<file path="config.mk">
export PLATFORM = sky130hd
export DESIGN_NAME = tt_spine_ctrl
export DESIGN_NICKNAME = d
export VERILOG_FILES = /design/src/rtl/tt_spine_pkg.sv /design/src/rtl/tt_spine_seq.sv /design/src/rtl/tt_spine_ctrl.sv
export SDC_FILE = /design/constraint.sdc
export NUM_CORES = 1
export LEC_CHECK = 0
export CORE_UTILIZATION = 37
export DETAILED_ROUTE_END_ITERATION = 7
export PLACE_DENSITY = 0.79
export RECOVER_POWER = 25
export SLEW_MARGIN = 20
export SYNTH_ARGS = -nofsm -noshare
export SYNTH_HDL_FRONTEND = slang
export SYNTH_SLANG_ARGS = --single-unit
</file>
<file path="constraint.sdc">
create_clock -name clk -period 1.7 [get_ports clk]
set_input_delay 0.17 -clock clk [delete_from_list [all_inputs] [get_ports clk]]
set_output_delay 0.17 -clock clk [all_outputs]
set_load 0.03 [all_outputs]
</file>
<file path="src/rtl/tt_spine_pkg.sv">
// Shared definitions for the spine controller and the row muxes: opcodes,
// sequencer states, address field layout and spine bit offsets.
package tt_spine_pkg;

  localparam int ADDR_W   = 10;
  localparam int ROW_MSB  = 9;
  localparam int ROW_LSB  = 6;
  localparam int BANK_BIT = 5;
  localparam int COL_MSB  = 4;

  // spine_iw = {gh, usr, sel, ena, gl}; spine_ow = {gh, usr, gl}
  localparam int IW_GL      = 0;
  localparam int IW_ENA     = 1;
  localparam int IW_SEL_LSB = 2;
  localparam int OW_GL      = 0;
  localparam int OW_USR_LSB = 1;

  typedef enum logic [1:0] {
    OP_CLR  = 2'd0,
    OP_INC  = 2'd1,
    OP_LOAD = 2'd2,
    OP_OFF  = 2'd3
  } cmd_op_e;

  typedef enum logic [1:0] {
    ST_OFF    = 2'd0,
    ST_DROP   = 2'd1,
    ST_SETTLE = 2'd2,
    ST_ON     = 2'd3
  } seq_state_e;

  function automatic logic [ADDR_W-1:0] next_addr(input cmd_op_e op,
                                                  input logic [ADDR_W-1:0] cur,
                                                  input logic [ADDR_W-1:0] ld);
    case (op)
      OP_CLR:  next_addr = '0;
      OP_INC:  next_addr = cur + 10'd1;
      OP_LOAD: next_addr = ld;
      default: next_addr = cur;
    endcase
  endfunction

endpackage

</file>
<file path="src/rtl/tt_spine_seq.sv">
// Enable sequencer: drops ena before any address change, then holds the new
// address with ena low for SETTLE_CYCLES before re-enabling.
module tt_spine_seq
  import tt_spine_pkg::*;
#(
  parameter int SETTLE_CYCLES = 4
) (
  input  logic              clk,
  input  logic              rst_n,
  input  logic              accept_i,
  input  logic [1:0]        op_i,
  input  logic [ADDR_W-1:0] addr_i,
  output logic [ADDR_W-1:0] addr_o,
  output logic              on_o,
  output logic              off_o
);

  localparam int CNT_W = $clog2(SETTLE_CYCLES + 1);

  seq_state_e        state_q, state_d;
  logic [ADDR_W-1:0] addr_q, addr_d;
  logic [ADDR_W-1:0] ld_q, ld_d;
  cmd_op_e           op_q, op_d;
  logic [CNT_W-1:0]  cnt_q, cnt_d;
  cmd_op_e           op_in;

  assign op_in = cmd_op_e'(op_i);

  always_ff @(posedge clk or negedge rst_n) begin
    if (!rst_n) begin
      state_q <= ST_OFF;
      addr_q  <= '0;
      ld_q    <= '0;
      op_q    <= OP_CLR;
      cnt_q   <= '0;
    end else begin
      state_q <= state_d;
      addr_q  <= addr_d;
      ld_q    <= ld_d;
      op_q    <= op_d;
      cnt_q   <= cnt_d;
    end
  end

  always_comb begin
    state_d = state_q;
    addr_d  = addr_q;
    ld_d    = ld_q;
    op_d    = op_q;
    cnt_d   = cnt_q;
    case (state_q)
      ST_OFF: begin
        if (accept_i && op_in != OP_OFF) begin
          addr_d  = next_addr(op_in, addr_q, addr_i);
          cnt_d   = CNT_W'(SETTLE_CYCLES - 1);
          state_d = ST_SETTLE;
        end
      end
      ST_ON: begin
        // Command is parked for the DROP cycle so the old address stays put.
        if (accept_i) begin
          op_d    = op_in;
          ld_d    = addr_i;
          state_d = ST_DROP;
        end
      end
      ST_DROP: begin
        if (op_q == OP_OFF) begin
          state_d = ST_OFF;
        end else begin
          addr_d  = next_addr(op_q, addr_q, ld_q);
          cnt_d   = CNT_W'(SETTLE_CYCLES - 1);
          state_d = ST_SETTLE;
        end
      end
      ST_SETTLE: begin
        if (cnt_q == '0) state_d = ST_ON;
        else             cnt_d   = cnt_q - CNT_W'(1);
      end
      default: state_d = ST_OFF;
    endcase
  end

  assign addr_o = addr_q;
  assign on_o   = (state_q == ST_ON);
  assign off_o  = (state_q == ST_OFF);

endmodule

</file>
<file path="src/rtl/tt_spine_ctrl.sv">
// Spine root controller: registers every spine_iw bit, forwards pad inputs
// onto the spine and masks the returned outputs while no design is enabled.
module tt_spine_ctrl
  import tt_spine_pkg::*;
#(
  parameter  int N_IO          = 8,
  parameter  int N_O           = 8,
  parameter  int N_I           = 10,
  parameter  int SETTLE_CYCLES = 4,
  localparam int U_OW          = N_O + 2 * N_IO,
  localparam int U_IW          = N_I + N_IO,
  localparam int S_OW          = U_OW + 2,
  localparam int S_IW          = U_IW + 13
) (
  input  logic              clk,
  input  logic              rst_n,
  input  logic              cmd_valid,
  output logic              cmd_ready,
  input  logic [1:0]        cmd_op,
  input  logic [ADDR_W-1:0] cmd_addr,
  input  logic [U_IW-1:0]   pad_in,
  output logic [U_OW-1:0]   pad_out,
  output logic [S_IW-1:0]   spine_iw,
  input  logic [S_OW-1:0]   spine_ow,
  output logic [ADDR_W-1:0] cur_addr,
  output logic              active
);

  logic              accept;
  logic [ADDR_W-1:0] seq_addr;
  logic              seq_on, seq_off;
  logic              ena_q;
  logic [ADDR_W-1:0] sel_q;
  logic [U_IW-1:0]   usr_q;
  logic              unused_ow;

  // The first ON cycle is not ready: ena reaches the spine one cycle later.
  assign cmd_ready = seq_off | (seq_on & ena_q);
  assign accept    = cmd_valid & cmd_ready;

  tt_spine_seq #(
    .SETTLE_CYCLES(SETTLE_CYCLES)
  ) u_seq (
    .clk      (clk),
    .rst_n    (rst_n),
    .accept_i (accept),
    .op_i     (cmd_op),
    .addr_i   (cmd_addr),
    .addr_o   (seq_addr),
    .on_o     (seq_on),
    .off_o    (seq_off)
  );

  always_ff @(posedge clk or negedge rst_n) begin
    if (!rst_n) begin
      ena_q <= 1'b0;
      sel_q <= '0;
      usr_q <= '0;
    end else begin
      ena_q <= seq_on;
      sel_q <= seq_addr;
      usr_q <= pad_in;
    end
  end

  assign spine_iw  = {1'b0, usr_q, sel_q, ena_q, 1'b0};
  assign cur_addr  = sel_q;
  assign active    = ena_q;

  // Returned usr floats when no row matches, so it is only trusted while enabled.
  assign pad_out   = ena_q ? spine_ow[OW_USR_LSB +: U_OW] : '0;
  assign unused_ow = spine_ow[S_OW-1] ^ spine_ow[OW_GL];

endmodule

</file>
# Word level (Yosys, flattened, before mapping)
# Cells that the tools add are included.
# word_totals
output_inout_bits	67
ff_bits	56
# classes
bitwise	3
n_mux	15
n_addsub	2
reduce_logical	11
n_eq_ne	16
# op_table
operator	count
10-bit case mux with 3 select lines	2
24-bit two-way mux	1
10-bit two-way mux	2
10-bit case mux with 2 select lines	1
10-bit by 1-bit adder with 10-bit output, second input constant	1
2-bit equality test, second input constant	5
3-bit two-way mux	3
3-bit case mux with 3 select lines	1
2-bit two-way mux	4
4-bit by 1-bit != test with 1-bit output, second input constant	2
2-bit case mux with 4 select lines	1
2-bit by 1-bit equality test with 1-bit output, second input constant	3
2-bit logical NOT	3
2-bit by 1-bit != test with 1-bit output, second input constant	3
2-bit != test, second input constant	3
5-bit AND reduction	1
4-bit AND reduction	1
3-bit logical NOT	1
3-bit AND reduction	1
3-bit nonzero test	1
3-bit by 1-bit subtractor with 3-bit output, second input constant	1
1-bit bitwise AND	2
2-bit AND reduction	1
2-bit nonzero test	1
2 further kinds	2

# Depth between registers and ports, before layout
# logic_depth
depth_word	7
mapped_depth	8
mapped_depth_nobuf	7

# Hierarchy
# From an unflattened synthesis, not the netlist that was laid out.
# unflattened
hier_cells	226
area_unflattened_um2	2627.5
# modules_own_cells
mod	area_each_um2	instances	cells_per_inst
tt_spine_seq	1595.3	1	155
tt_spine_ctrl	1032.2	1	71

# Worst setup path before layout
# Ideal clock, no wire load.
# synth_timing
path_kind	flip-flop to flip-flop
start	reg u_seq.op_q[0]
end	reg u_seq.addr_q[6] (netlist: u_seq.addr_o[6])
t_arrival_ns	1.587
path_slack_ns	-0.008
t_required_ns	1.579
path_stages_with_launch	8
setup_time_ns	0.121
path_cell_list	dfrtp_1 inv_1 ha_1 nor2_1 a2111oi_4 buf_4 o21ai_1 a22o_1
# synth_between
elab_chain_len	4
# synth_rtl
element	line	text
start, declared	tt_spine_seq.sv:23	cmd_op_e op_q, op_d;
start signal, assigned	tt_spine_seq.sv:40	op_q <= op_d;
2-bit equality test (tied with other cells)	tt_spine_pkg.sv:35	case (op)
10-bit case mux with 3 select lines	tt_spine_pkg.sv:35	
10-bit two-way mux	tt_spine_seq.sv:68	if (op_q == OP_OFF) begin
10-bit case mux with 2 select lines	tt_spine_seq.sv:51	case (state_q)
end signal, assigned	tt_spine_seq.sv:38	addr_q <= addr_d;
end, declared	tt_spine_seq.sv:21	logic [ADDR_W-1:0] addr_q, addr_d;
# Several ways; a longest one is shown, not always the timed one. The select of a mux whose other input is x is not followed.
# A chain may end at the register's enable or synchronous reset.

# Final worst setup path
# layout_timing
start	reg u_seq.op_q[0]
end	reg u_seq.addr_q[3] (netlist: u_seq.addr_o[3])
# Same word-level chain as after synthesis.

==> qor.csv <==
stage;metric;value;unit
run_status;status;finished, violations left;
run_status;violations;negative setup slack;
detailed_routing;antenna_left;0;
logic_synthesis;netlist.area_leader.share;0.530;
clock_tree;cts_root_buf;clkbuf_8;
clock_tree;clockBufferDepth;2;
cells_and_area;layout_common_cells;75 x clkdlybuf4s50_1, 55 x dfrtp_1, 45 x buf_4, 36 x nand2_1, 27 x and2_1;
critical_path;regToRegEndpoint;u_seq.addr_o[3]$_DFFE_PN0P_;
sta;rsz0062_at_grt;yes;
placement;dp_cells;470;
cells_and_area;final_common_cell;clkdlybuf4s50_1;
clock_tree;numCtsBuffers;5;
grt;grt_max_degree;57;
die;dieHeight;86.6;um
logic_synthesis;synth_edf_count;0;
cells_and_area;fin_util;0.621;
logic_synthesis;synth_area;0.00265;sq mm
critical_path;r2r_cells;7;
critical_path;critPathKind;reg2reg;
power;leakage;0.00193;uW
sta;min_period;1.76;ns
clock_tree;cts_tree;yes;
cells_and_area;drive_above_1_share;0.222;
flow_run;maxCapViolCount;0;
logic_synthesis;synthTopCellsByArea;dfrtp_1 53%, and2_1 6.4%, nand2_1 5.3%;
clock_tree;cts_sinks;56;
cells_and_area;n_antenna_cell;0;
die;pin_count;126;
logic_synthesis;synth_ff_type;dfrtp_1;
die;core-area;0.00683;sq mm
logic_synthesis;yosysUniqueCellTypes;39;
cells_and_area;final_cell_count_no_fill;492;
sta;drv_slew;0;
grt;antenna_found_initial;0;
detailed_routing;drt_pre_antenna_iters;4;
detailed_routing;vias;2314;
critical_path;critPathRequiredTime;1.91;ns
critical_path;rr_startpoint;u_seq.op_q[0]$_DFFE_PN0P_;
placement;dp_hpwl;5.18;mm
clock_tree;cts.clk_slew.worst_paths;0.09;ns
cells_and_area;syn2layout_area_growth;60.4;%
die;die_area;0.00749;sq mm
grt;overflow;0;
critical_path;worstSetupPathDepth;7;
critical_path;critPathTopFamily;compound AO/OA/AOI/OAI gates;
placement;numPortBuffers;121;
clock_tree;clk_latency;0.31;ns
logic_synthesis;synth_top_area_cell;dfrtp_1;
detailed_routing;via_per_inst;4.70;
sta;finalHoldViolations;0;
critical_path;slowest_delay;0.42;ns
min_path;hold_path_class;reg2reg;
clock_tree;htree_levels;2;
grt;grt_usage;0.188;
critical_path;slowest_stage;a2111oi_4;
die;dieWidth;86.6;um
logic_synthesis;syn_inst;248;
critical_path;critPathCapture;u_seq.addr_o[3]$_DFFE_PN0P_;
sta;tns;-0.392;ns
critical_path;start_kind;flip-flop;
critical_path;startpoint;u_seq.op_q[0]$_DFFE_PN0P_;
placement;gp_congestion;0.843;
cells_and_area;nets;465;
sta;setup_ws;-0.0641;ns
critical_path;arrival;1.97;ns
critical_path;crit_path_end_kind;flip-flop;
sta;hold_ws;0.400;ns
critical_path;worst-path-buf-inv;2;
sta;skew;0.00809;ns
sta;period_share;1.04;
sta;worst_slew_pin_slew;0.724;ns
detailed_routing;totalWireLength;6.94;mm
critical_path;crit_chain;inv_2 > ha_4 > nor2_2 > a2111oi_4 > buf_6 > o221ai_1 > o21a_1;
sta;max_freq;0.567;GHz
power;vdd_drop_max;686;uV
sta;final-setup-viol-count;9;
logic_synthesis;yosysSeqAreaShare;0.530;
logic_synthesis;async_flop_share;1.00;
grt;grt_pass1_wl;11.0;mm
die;start_util;0.387;
die;row_count;30;
logic_synthesis;syn_area_per_cell;10.7;sq um
sta;slew_headroom;0.517;
critical_path;path_max_fanout;8;
detailed_routing;wl_per_cell;14.1;um
critical_path;r2r_setup_slack;-0.06;ns
detailed_routing;drtIter0Drc;130;
detailed_routing;route.detailed.drc;0;
logic_synthesis;ys_ff_latch;56;
grt;grt_pass1_vias;2314;
logic_synthesis;ys.warnings.count;0;
power;p_per_area;1540;mW/mm^2
## metrics by stage
stage | cell area (sq um) | power, uW | worst slack, ns
floorplan | 2660 | 4250 | 0.0330
global placement | 4030 | 5500 | -0.405
detailed placement | 4030 | 5600 | -0.442
CTS | 4200 | 6430 | -0.0718
global route | 4240 | 6920 | -0.153
finish | 4240 | 6520 | -0.0641
## report_power, final
group | total [uW] | internal, uW | leakage, uW | switching (uW)
Sequential | 2080 | 1750 | 0.000687 | 339
Combinational | 3720 | 1680 | 0.00120 | 2030
Clock | 722 | 293 | 0.0000445 | 429
Total | 6520 | 3720 | 0.00193 | 2800
## metal layers
metal  wire length (um)  share of wire  vias up  track usage
met1               2920           0.42     1106        0.244
met4                 89          0.013        0       0.0697
met3                244          0.035        8       0.0276
met2               3680           0.53       59        0.319
met5                  0              0        -            0
li1                   -              -     1141            -
## logic make-up (layout without fill, tap and decap cells)
group	Yosys count	after routing	share of synthesized area
AND/OR/NAND/NOR	92	92	0.181
flip-flops	56	56	0.530
AO/OA/AOI/OAI	51	51	0.152
buffers and inverters	33	180	0.0705
adder cells (fa/ha/maj)	11	11	0.0520
XOR/XNOR	4	4	0.0132
other	1	2	0.00142
## sequential cells by signal (all words and copies together), names as in the netlist
register	cells
u_seq.ld_q	10
u_seq.cnt_q	3
u_seq.state_q	2
active	1
cur_addr	10
u_seq.op_q	2
usr_q	18
u_seq.addr_o	10
## area by class of cell
type                       count  area [sq um]
clock buffer                   5          68.8
multi-input combinational    160          1120
inverter                      10          40.0
timing repair buffer         162          1470
fill                         559          2590
clock inverter                 3          21.3
sequential                    56          1400
tap                           96           120
## Yosys cell counts, types with 2 or more instances
| library cell | instances |
|---|---|
| a21o_1 | 2 |
| a21oi_1 | 3 |
| a22o_1 | 5 |
| a22oi_1 | 11 |
| a31oi_1 | 2 |
| a32oi_1 | 4 |
| and2_1 | 27 |
| and3_1 | 3 |
| buf_2 | 2 |
| buf_4 | 14 |
| clkbuf_1 | 6 |
| dfrtp_1 | 56 |
| ha_1 | 11 |
| inv_1 | 10 |
| nand2_1 | 37 |
| nand2b_1 | 2 |
| nand3_1 | 3 |
| nand4_1 | 3 |
| nor2_1 | 8 |
| nor4_1 | 3 |
| o21a_1 | 4 |
| o21ai_0 | 4 |
| o21ai_1 | 4 |
| o221ai_1 | 5 |
| o41ai_1 | 3 |
| xnor2_1 | 2 |
| xor2_1 | 2 |
## repair_timing
item,in CTS,in global routing
hold buffers,1,0
cloned,1,0
setup endpoints to repair,26,35
pin swaps,2,3
gates resized for setup,37,14
setup buffers,6,6
hold endpoints to repair,56,0
## how the worst min path moves through the flow
| stage | startpoint | end | depth (start not counted) |
|---|---|---|---|
| 6_report | u_seq.addr_o[9]$_DFFE_PN0P_ | cur_addr[9]$_DFF_PN0_ | 0 |
| 5_1_grt | pad_in[17] | usr_q[17]$_DFF_PN0_ | 1 |
| 4_1_cts | pad_in[9] | usr_q[9]$_DFF_PN0_ | 1 |
| 3_5_place_dp | rst_n | usr_q[1]$_DFF_PN0_ | 2 |
| 3_3_place_gp | rst_n | usr_q[1]$_DFF_PN0_ | 2 |
| 2_1_floorplan | rst_n | active$_DFF_PN0_ | 0 |
Note: power is estimated with default switching activity, not from simulation.
